## config.mk

```make
export PLATFORM = sky130hd
export DESIGN_NAME = complex_nr_mult_stim_gen
export DESIGN_NICKNAME = d
export VERILOG_FILES = /design/src/rtl/complex_nr_mult_stim_gen.sv
export SDC_FILE = /design/constraint.sdc
export NUM_CORES = 1
export LEC_CHECK = 0
export CAP_MARGIN = 20
export CORE_MARGIN = 5
export CORE_UTILIZATION = 32
export DETAILED_ROUTE_END_ITERATION = 8
export GPL_TIMING_DRIVEN = 0
export RECOVER_POWER = 100
export SLEW_MARGIN = 20
export SYNTH_ARGS = -nofsm -noshare
export SYNTH_HDL_FRONTEND = slang
export SYNTH_SLANG_ARGS = --single-unit
export TNS_END_PERCENT = 20
```

## constraint.sdc

```tcl
create_clock -name clk -period 10.3 [get_ports clk]
set_input_delay 1.545 -clock clk [delete_from_list [all_inputs] [get_ports clk]]
set_output_delay 1.545 -clock clk [all_outputs]
set_load 0.1 [all_outputs]
```

## src/rtl/complex_nr_mult_stim_gen.sv

```systemverilog
// Stimulus generator and checker for a complex multiplier: drives operand sets (fixed, corner, LFSR random),
// collects results over valid/ready handshakes, compares against full-precision expected values.
module complex_nr_mult_stim_gen #(
  parameter int          DATA_WIDTH     = 8,
  parameter int          TXN_COUNT      = 4,
  parameter int          TIMEOUT_CYCLES = 64,
  parameter logic [31:0] SEED           = 32'h1ACE_B00C
) (
  input  logic                  clk,
  input  logic                  rstn,
  input  logic                  start,
  input  logic [1:0]            mode,
  input  logic                  op_ready,
  input  logic                  res_val,
  input  logic [2*DATA_WIDTH:0] res_re,
  input  logic [2*DATA_WIDTH:0] res_im,
  output logic                  sw_rst,
  output logic                  op_val,
  output logic                  res_ready,
  output logic [DATA_WIDTH-1:0] op_1_re,
  output logic [DATA_WIDTH-1:0] op_1_im,
  output logic [DATA_WIDTH-1:0] op_2_re,
  output logic [DATA_WIDTH-1:0] op_2_im,
  output logic                  busy,
  output logic                  done,
  output logic                  pass,
  output logic                  timeout,
  output logic [7:0]            err_count,
  output logic [7:0]            txn_done
);
  localparam int          RW        = 2*DATA_WIDTH+1;
  localparam logic [31:0] LFSR_TAPS = 32'h8020_0003;

  typedef enum logic [2:0] {
    S_IDLE, S_SWRST, S_LOAD, S_DRIVE, S_WAIT_RES, S_CHECK, S_FINISH
  } state_t;

  state_t                       r_state, w_state_next;
  logic [1:0]                   r_mode;
  logic [31:0]                  r_lfsr;
  logic [31:0]                  w_lfsr_next;
  logic [3:0][DATA_WIDTH-1:0]   r_op;
  logic [3:0][DATA_WIDTH-1:0]   w_lfsr_op;
  logic [3:0][DATA_WIDTH-1:0]   w_load_op;
  logic [RW-1:0]                w_p_rr, w_p_ii, w_p_ri, w_p_ir;
  logic [RW-1:0]                r_exp_re, r_exp_im, r_res_re, r_res_im;
  logic [7:0]                   r_err_count, r_txn_done;
  logic [7:0]                   w_err_next, w_txn_next;
  logic                         r_timeout, r_pass;
  logic                         w_timeout_next, w_tmo_hit, w_tmo_fire, w_mismatch, w_err_bump;
  logic [9:0]                   r_tmo_cnt;

  // Operand index order: 0=op_1_re, 1=op_1_im, 2=op_2_re, 3=op_2_im; each takes one LFSR byte lane.
  for (genvar gi = 0; gi < 4; gi++) begin : g_lfsr_slice
    assign w_lfsr_op[gi] = r_lfsr[gi*8 +: DATA_WIDTH];
  end

  assign w_lfsr_next = {1'b0, r_lfsr[31:1]} ^ (r_lfsr[0] ? LFSR_TAPS : 32'h0);

  always_comb begin
    w_load_op = w_lfsr_op;
    case (r_mode)
      2'd0:    w_load_op = {DATA_WIDTH'(2), DATA_WIDTH'(4), DATA_WIDTH'(3), DATA_WIDTH'(2)};
      2'd2:    w_load_op = '1;
      default: w_load_op = w_lfsr_op;
    endcase
  end

  assign w_p_rr = RW'(w_load_op[0]) * RW'(w_load_op[2]);
  assign w_p_ii = RW'(w_load_op[1]) * RW'(w_load_op[3]);
  assign w_p_ri = RW'(w_load_op[0]) * RW'(w_load_op[3]);
  assign w_p_ir = RW'(w_load_op[1]) * RW'(w_load_op[2]);

  assign w_tmo_hit      = (r_tmo_cnt == 10'(TIMEOUT_CYCLES - 1));
  assign w_tmo_fire     = w_tmo_hit && (((r_state == S_DRIVE) && !op_ready) ||
                                        ((r_state == S_WAIT_RES) && !res_val));
  assign w_mismatch     = (r_res_re != r_exp_re) || (r_res_im != r_exp_im);
  assign w_err_bump     = w_tmo_fire || ((r_state == S_CHECK) && w_mismatch);
  assign w_err_next     = (w_err_bump && (r_err_count != 8'hFF)) ? r_err_count + 8'd1 : r_err_count;
  assign w_txn_next     = r_txn_done + 8'd1;
  assign w_timeout_next = r_timeout | w_tmo_fire;

  always_ff @(posedge clk or negedge rstn) begin
    if (!rstn) r_state <= S_IDLE;
    else       r_state <= w_state_next;
  end

  always_comb begin
    w_state_next = r_state;
    case (r_state)
      S_IDLE:     if (start) w_state_next = S_SWRST;
      S_SWRST:    w_state_next = S_LOAD;
      S_LOAD:     w_state_next = S_DRIVE;
      S_DRIVE:    if (op_ready)       w_state_next = S_WAIT_RES;
                  else if (w_tmo_hit) w_state_next = S_FINISH;
      S_WAIT_RES: if (res_val)        w_state_next = S_CHECK;
                  else if (w_tmo_hit) w_state_next = S_FINISH;
      S_CHECK:    w_state_next = ((r_mode == 2'd3) && (int'(w_txn_next) < TXN_COUNT)) ? S_LOAD : S_FINISH;
      S_FINISH:   w_state_next = S_IDLE;
      default:    w_state_next = S_IDLE;
    endcase
  end

  always_ff @(posedge clk or negedge rstn) begin
    if (!rstn) begin
      r_mode      <= '0;
      r_lfsr      <= SEED;
      r_op        <= '0;
      r_exp_re    <= '0;
      r_exp_im    <= '0;
      r_res_re    <= '0;
      r_res_im    <= '0;
      r_err_count <= '0;
      r_txn_done  <= '0;
      r_timeout   <= 1'b0;
      r_pass      <= 1'b0;
      r_tmo_cnt   <= '0;
    end else begin
      case (r_state)
        S_IDLE: if (start) begin
          r_mode      <= mode;
          r_err_count <= '0;
          r_txn_done  <= '0;
          r_timeout   <= 1'b0;
          r_pass      <= 1'b0;
        end
        S_LOAD: begin
          r_op      <= w_load_op;
          r_exp_re  <= w_p_rr - w_p_ii;
          r_exp_im  <= w_p_ri + w_p_ir;
          r_tmo_cnt <= '0;
          if (r_mode[0]) r_lfsr <= w_lfsr_next;
        end
        S_DRIVE:    r_tmo_cnt <= op_ready ? 10'd0 : r_tmo_cnt + 10'd1;
        S_WAIT_RES: if (res_val) begin
          r_res_re <= res_re;
          r_res_im <= res_im;
        end else begin
          r_tmo_cnt <= r_tmo_cnt + 10'd1;
        end
        S_CHECK:    r_txn_done <= w_txn_next;
        default:    ;
      endcase
      if (r_state != S_IDLE) begin
        r_err_count <= w_err_next;
        r_timeout   <= w_timeout_next;
      end
      // Verdict is registered on the way into FINISH so it is visible during the done cycle and held after.
      if ((w_state_next == S_FINISH) && (r_state != S_FINISH))
        r_pass <= (w_err_next == 8'd0) && !w_timeout_next;
    end
  end

  assign sw_rst    = (r_state == S_SWRST);
  assign op_val    = (r_state == S_DRIVE);
  assign res_ready = (r_state == S_WAIT_RES);
  assign busy      = (r_state != S_IDLE);
  assign done      = (r_state == S_FINISH);
  assign pass      = r_pass;
  assign timeout   = r_timeout;
  assign err_count = r_err_count;
  assign txn_done  = r_txn_done;
  assign op_1_re   = r_op[0];
  assign op_1_im   = r_op[1];
  assign op_2_re   = r_op[2];
  assign op_2_im   = r_op[3];
endmodule
```

=== Yosys cells after proc, flatten, opt, wreduce, memory -nomap -nowiden ===
Index checks and enable logic that the tools add are counted.

* Add/sub/neg operators: 5
* $mul: 4
* Magnitude comparators: 1
* Equal/unequal tests: 16
* Mux-type cells: 20
* Bitwise operators: 2
* Reduce and logical (&&, ||, !) cells: 31

{| class="wikitable"
|+ Operator list
! kind !! count
|-
| 8-bit by 8-bit multiplier with 16-bit output || 4
|-
| 32-bit one-hot mux with 2 select lines || 1
|-
| 17-bit inequality test || 2
|-
| 32-bit 2-to-1 mux || 1
|-
| 8-bit 2-to-1 mux || 4
|-
| 31-bit by 32-bit bitwise XOR with 32-bit output || 1
|-
| 10-bit one-hot mux with 3 select lines || 1
|-
| 10-bit 2-to-1 mux || 2
|-
| 3-bit one-hot mux with 6 select lines || 1
|-
| 16-bit by 16-bit adder with 17-bit output || 1
|-
| 16-bit by 16-bit subtractor with 17-bit output || 1
|-
| 8-bit by 1-bit adder with 8-bit output (second input constant) || 2
|-
| 8-bit one-hot mux with 2 select lines || 1
|-
| 3-bit 2-to-1 mux || 5
|-
| 2-bit AND reduction || 7
|-
| 3-bit equality test (second input constant) || 4
|-
| 10-bit by 1-bit adder with 10-bit output (second input constant) || 1
|-
| 10-bit by 6-bit equality test with 1-bit output (second input constant) || 1
|-
| 2-bit nonzero test || 5
|-
| 1-bit logical AND || 8
|-
| 8-bit logical NOT || 1
|-
| 8-bit by 3-bit less-than comparator with 1-bit output (second input constant) || 1
|-
| 8-bit inequality test (second input constant) || 1
|-
| 3-bit by 2-bit equality test with 1-bit output (second input constant) || 2
|-
| 11 further kinds || 21
|}

* Register bits: 165
* Input port bits: 41
* Output and inout port bits: 55
* Word-level logic and storage cells: 95

=== Logic depth before layout (Yosys ltp) ===
* Word-level depth: 10
* Mapped depth: 27
* Gate-level depth less buffers: 23

=== Worst setup path before layout ===
Ideal clock, no wire load.

* Path kind: flip-flop to flip-flop
* Start: reg r_mode[0]
* End: reg r_exp_im[16]
* Library setup time: 0.134 ns
* Arrival time: 6.031 ns
* Data required time: 10.166 ns
* Path slack: 4.135 ns
* Stages on the path, launching flop included: 25
* Buffers on the path: 4
* Period minus slack after synthesis: 6.165 ns
* Cells stage by stage: dfrtp_1 > clkbuf_1 > nor2b_1 > clkbuf_1 > clkbuf_1 > clkbuf_1 > a21o_1 > nand2_1 > fa_1 > inv_1 > fa_1 > fa_1 > inv_1 > fa_1 > fa_1 > fa_1 > inv_1 > ha_1 > and3_1 > a21oi_1 > nand3_1 > and2_1 > a31oi_1 > xnor2_1 > o21ai_0

* Cells in the longest elaborated chain, start to end: 4
* Elaborated cells between the ends (all ways): 6
* Classes of those cells: 1 x add/sub; 2 x mul; 1 x eq/ne; 1 x mux; 1 x reduce/logical

{| class="wikitable"
|+ Ends and longest elaborated chain
! what !! RTL line !! source
|-
| start, declared || 39 || <nowiki>logic [1:0] r_mode;</nowiki>
|-
| start signal, assigned || 121 || <nowiki>r_mode <= mode;</nowiki>
|-
| 2-bit equality test / 2-bit logical NOT (equally long branches) || 62 || <nowiki>case (r_mode)</nowiki>
|-
| 32-bit one-hot mux with 2 select lines * || 62 ||
|-
| 8-bit by 8-bit multiplier with 16-bit output, on equally long branches || 71, 72 ||
|-
| 16-bit by 16-bit adder with 17-bit output * || 130 || <nowiki>r_exp_im <= w_p_ri + w_p_ir;</nowiki>
|-
| end signal, assigned || 130 ||
|-
| end, declared || 46 || <nowiki>logic [RW-1:0] r_exp_re, r_exp_im, r_res_re, r_res_im;</nowiki>
|}

Every way passes the cells marked *; elsewhere a longest branch is shown, timed or not.
A chain may end at the register's enable or synchronous reset.

=== Worst setup path after layout ===
Same ends and word-level chain as after synthesis.

==> run_summary.xml <==
<?xml version="1.0" encoding="UTF-8"?>
<metrics>
  <group name="sta">
    <metric name="finalWorstSetupSlack" unit="ns">2.41</metric>
    <metric name="worst_clock_skew" unit="ns">0.0201</metric>
    <metric name="clock.fmax" unit="GHz">0.127</metric>
    <metric name="max_slew_margin" unit="%">-203</metric>
    <metric name="timing.setup.tns" unit="ns">0</metric>
    <metric name="layout_min_cycle_time" unit="ns">7.89</metric>
    <metric name="timing_worst_slew_pin_value" unit="ns">4.55</metric>
    <metric name="setup_viol_count_final" unit="">0</metric>
    <metric name="fin_crit_sh" unit="%">76.6</metric>
    <metric name="report.final.slew_viol_count" unit="">81</metric>
    <metric name="finalHoldViolCount" unit="">0</metric>
    <metric name="rsz0062_at_grt" unit="">no</metric>
  </group>
  <group name="detailed_routing">
    <metric name="drc" unit="">0</metric>
    <metric name="routed-via-count" unit="">12425</metric>
    <metric name="detailedRoute.firstPassIterationCount" unit="">5</metric>
    <metric name="drtIter0Drc" unit="">834</metric>
    <metric name="ant_nets" unit="">0</metric>
    <metric name="avgRoutedWirePerCell" unit="um">19.1</metric>
    <metric name="wirelength" unit="mm">47.9</metric>
    <metric name="viasPerCell" unit="">4.95</metric>
  </group>
  <group name="grt">
    <metric name="gr-total-overflow" unit="">0</metric>
    <metric name="largest_net_degree_at_the_start_of_global_routing" unit="">86</metric>
    <metric name="grtUsageMet3" unit="%">4.19</metric>
    <metric name="first_global_vias" unit="">12954</metric>
    <metric name="global_route.usage.total" unit="%">18.1</metric>
    <metric name="gr-usage-met2" unit="%">29.6</metric>
    <metric name="grt_antenna_before_repair" unit="">1</metric>
    <metric name="globalRoute.busiestLayer" unit="">met2</metric>
    <metric name="grt_first_pass_wirelength" unit="mm">75.3</metric>
    <metric name="grt_util_met1" unit="%">23.7</metric>
  </group>
  <group name="cells_and_area">
    <metric name="layout.cells.non_filler" unit="">2511</metric>
    <metric name="regArea" unit="um2">4150</metric>
    <metric name="ratio_of_cells_with_drive_above_1_in_the_final_layout" unit="%">6.98</metric>
    <metric name="area_used_by_multi_input_combinational_logic" unit="um2">10400</metric>
    <metric name="area_delta_synth_final" unit="%">15.3</metric>
    <metric name="final_net_count" unit="">2205</metric>
    <metric name="filler_cell_count" unit="">4964</metric>
    <metric name="antenna-diode-count" unit="">0</metric>
  </group>
  <group name="clock_tree">
    <metric name="clock_sink_count" unit="">165</metric>
    <metric name="cts_tree" unit="">yes</metric>
    <metric name="worst_skew_pair.late_latency" unit="ns">0.47</metric>
    <metric name="htree_num_levels" unit="">4</metric>
    <metric name="cts-buffers-inserted" unit="">17</metric>
    <metric name="clk_root_buffer_cell" unit="">sky130_fd_sc_hd__clkbuf_16</metric>
    <metric name="hold_buffer_count_at_cts" unit="">0</metric>
    <metric name="post_cts_resized" unit="">0</metric>
    <metric name="worst_setup_hold_path_clk_slew" unit="ns">0.06</metric>
    <metric name="post_cts_buffers" unit="">0</metric>
    <metric name="cts-root-to-sink-buffers" unit="">2</metric>
  </group>
  <group name="yosys">
    <metric name="synth-edff-count" unit="">0</metric>
    <metric name="synth_largest_type_area_fraction" unit="%">24.6</metric>
    <metric name="synth_seq_area_share" unit="%">26.0</metric>
    <metric name="synthesis.area_per_instance" unit="um2">9.30</metric>
    <metric name="yosys.cell_count.top_type" unit="">sky130_fd_sc_hd__inv_1</metric>
    <metric name="share_of_flip_flops_with_an_asynchronous_set_or_reset" unit="%">100</metric>
    <metric name="post_synth_most_frequent_cells" unit="">289 x sky130_fd_sc_hd__inv_1, 210 x sky130_fd_sc_hd__nand2_1, 196 x sky130_fd_sc_hd__fa_1</metric>
    <metric name="synth.distinct_cells" unit="">57</metric>
    <metric name="synth-warning-count" unit="">0</metric>
    <metric name="syn-num-nets" unit="">2086</metric>
    <metric name="post_synth_main_area_contributors" unit="">sky130_fd_sc_hd__fa_1 25%, sky130_fd_sc_hd__dfrtp_1 24%, sky130_fd_sc_hd__ha_1 11%, sky130_fd_sc_hd__inv_1 6.8%, sky130_fd_sc_hd__nand2_1 4.9%</metric>
    <metric name="post-synth-top-area-cell" unit="">sky130_fd_sc_hd__fa_1</metric>
    <metric name="cell_area_after_synthesis" unit="um2">16000</metric>
    <metric name="ys_ff_latch" unit="">165</metric>
    <metric name="synthCells" unit="">1715</metric>
    <metric name="yosys_most_used_dff" unit="">sky130_fd_sc_hd__dfrtp_1</metric>
  </group>
  <group name="run">
    <metric name="maxCapViolCount" unit="">1</metric>
  </group>
  <group name="status">
    <metric name="status" unit="">finished with violations</metric>
    <metric name="violations" unit="">max-capacitance violations, max-slew violations</metric>
  </group>
  <group name="critical_path">
    <metric name="worst_ep_required_time" unit="ns">10.62</metric>
    <metric name="setup.worst_path.end_class" unit="">flop</metric>
    <metric name="critPathKind" unit="">flop to flop</metric>
    <metric name="rrSetupSlack" unit="ns">2.41</metric>
    <metric name="timing.rr.start" unit="">r_mode[0]$_DFFE_PN0P_</metric>
    <metric name="critical_path.slowest_cell" unit="">sky130_fd_sc_hd__a21oi_1</metric>
    <metric name="reg2regPathDepth" unit="">25</metric>
    <metric name="maximum_net_fanout_on_the_critical_path" unit="">10</metric>
    <metric name="cp-start-kind" unit="">flop</metric>
    <metric name="timing.rr.end" unit="">r_exp_im[16]$_DFFE_PN0P_</metric>
    <metric name="largest_stage_delay_worst_path" unit="ns">0.88</metric>
    <metric name="timing.critical_path.mode_cell" unit="">sky130_fd_sc_hd__fa_1</metric>
    <metric name="arrival" unit="ns">8.21</metric>
  </group>
  <group name="floorplan">
    <metric name="floorplan.initialDensity" unit="%">32.5</metric>
    <metric name="die_width" unit="um">233</metric>
    <metric name="die_outline_height" unit="um">233</metric>
    <metric name="ios" unit="">96</metric>
    <metric name="core_footprint" unit="um2">49200</metric>
    <metric name="num_rows" unit="">81</metric>
    <metric name="die-area" unit="um2">54400</metric>
  </group>
  <group name="hold_path">
    <metric name="timing.hold.worst_path_depth" unit="">2</metric>
    <metric name="timing.hold.worst.class" unit="">flop to flop</metric>
    <metric name="hold_start" unit="">op_1_re[1]$_DFFE_PN0P_</metric>
    <metric name="timing.hold.worst_endpoint" unit="">op_1_re[1]$_DFFE_PN0P_</metric>
  </group>
  <group name="placed_design">
    <metric name="dp_cells" unit="">2479</metric>
    <metric name="place_worst_setup_slack" unit="ns">2.48</metric>
    <metric name="placer_congestion" unit="">0.982</metric>
    <metric name="port_buffers" unit="">95</metric>
    <metric name="detailedPlacementHpwl" unit="mm">38.3</metric>
  </group>
</metrics>
[cell usage in the layout, fill, tap and decap left out, types with 10 or more instances in the layout]
cell	count
sky130_fd_sc_hd__inv_1	289
sky130_fd_sc_hd__nand2_1	212
sky130_fd_sc_hd__fa_1	196
sky130_fd_sc_hd__nor2_1	190
sky130_fd_sc_hd__dfrtp_1	152
sky130_fd_sc_hd__ha_1	134
sky130_fd_sc_hd__o21ai_0	77
sky130_fd_sc_hd__clkbuf_1	69
sky130_fd_sc_hd__mux2_2	63
sky130_fd_sc_hd__dlygate4sd3_1	58
sky130_fd_sc_hd__xnor2_1	47
sky130_fd_sc_hd__clkdlybuf4s50_1	36
sky130_fd_sc_hd__a21oi_1	34
sky130_fd_sc_hd__a21o_1	31
sky130_fd_sc_hd__xor2_1	26
sky130_fd_sc_hd__nand3_1	26
sky130_fd_sc_hd__a31oi_1	18
sky130_fd_sc_hd__nor3_1	18
sky130_fd_sc_hd__and3_1	17
sky130_fd_sc_hd__clkbuf_16	17
sky130_fd_sc_hd__dfstp_2	13
sky130_fd_sc_hd__a21oi_2	10
sky130_fd_sc_hd__nand4_1	10
[critical path: cells and delay by family, from the launching register on]
kind,cells,cell delay (ns)
adders and majority gates,7,3.18
AOI/OAI and AO/OA,4,1.62
and+or+nand+nor,5,0.79
xor gates and xnor gates,1,0.16
DFF,1,0.32
buffers and inverters,8,1.67
[worst max path at each step]
stage          slack [ns]                       end  depth (start not counted)                  start
2_1_floorplan        4.14  r_exp_im[16]$_DFFE_PN0P_                         24  r_mode[0]$_DFFE_PN0P_
3_3_place_gp         0.93    op_1_re[0]$_DFFE_PN0P_                          1                   rstn
3_5_place_dp         2.48  r_exp_re[14]$_DFFE_PN0P_                         25  r_mode[0]$_DFFE_PN0P_
4_1_cts              2.44  r_exp_re[14]$_DFFE_PN0P_                         25  r_mode[0]$_DFFE_PN0P_
5_1_grt              1.95  r_exp_im[16]$_DFFE_PN0P_                         26  r_mode[0]$_DFFE_PN0P_
6_report             2.41  r_exp_im[16]$_DFFE_PN0P_                         25  r_mode[0]$_DFFE_PN0P_
[metrics by stage]
stage / area, um2 / hold WS (ns) / utilization (%)
6_report: 18400 / 0.482 / 37.4
5_1_grt: 18400 / 0.519 / 37.4
3_3_place_gp: 17700 / 0.470 / 36.1
2_1_floorplan: 16000 / 0.460 / -
4_1_cts: 18500 / 0.499 / 37.6
3_5_place_dp: 17900 / 0.480 / 36.3
[kinds of logic (layout without fill, tap and decap cells)]
family	Yosys count	count (layout)	synth area share (%)
AO/OA/AOI/OAI	208	208	8.07
XOR/XNOR	73	73	4.01
adder cells (fa/ha/maj)	330	330	35.1
buffers and inverters	363	495	8.61
flip-flops	165	165	26.0
multiplexers	68	68	4.77
AND/OR/NAND/NOR	508	508	13.5
[registers in the layout, indices dropped and copies added (netlist names)]
register	cells
r_lfsr	32
op_2_im	8
r_tmo_cnt	10
timeout	1
pass	1
r_state	3
r_mode	2
op_2_re	8
r_exp_im	17
txn_done	8
r_exp_re	17
op_1_re	8
err_count	8
r_res_re	17
r_res_im	17
op_1_im	8
[per-layer routing]
metal  wire [um]  part of all wire (%)
met5          41                 0.086
met4        1550                   3.2
met3        3310                   6.9
met2       22800                    47
met1       20300                    42
[final cells by class]
class                   instances  share of cell area, %
inverters                     289                   5.90
flip-flops and latches        165                   22.5
repair buffers                100                   5.53
clock buffers                  19                   2.35
plain buffers                  74                   1.56
clock inverters                13                  0.925
well taps                     664                   4.51
multi-input cells            1187                   56.7
Power is not shown: default switching activity piles up to over one toggle a cycle in this logic, so the estimate is an artifact.
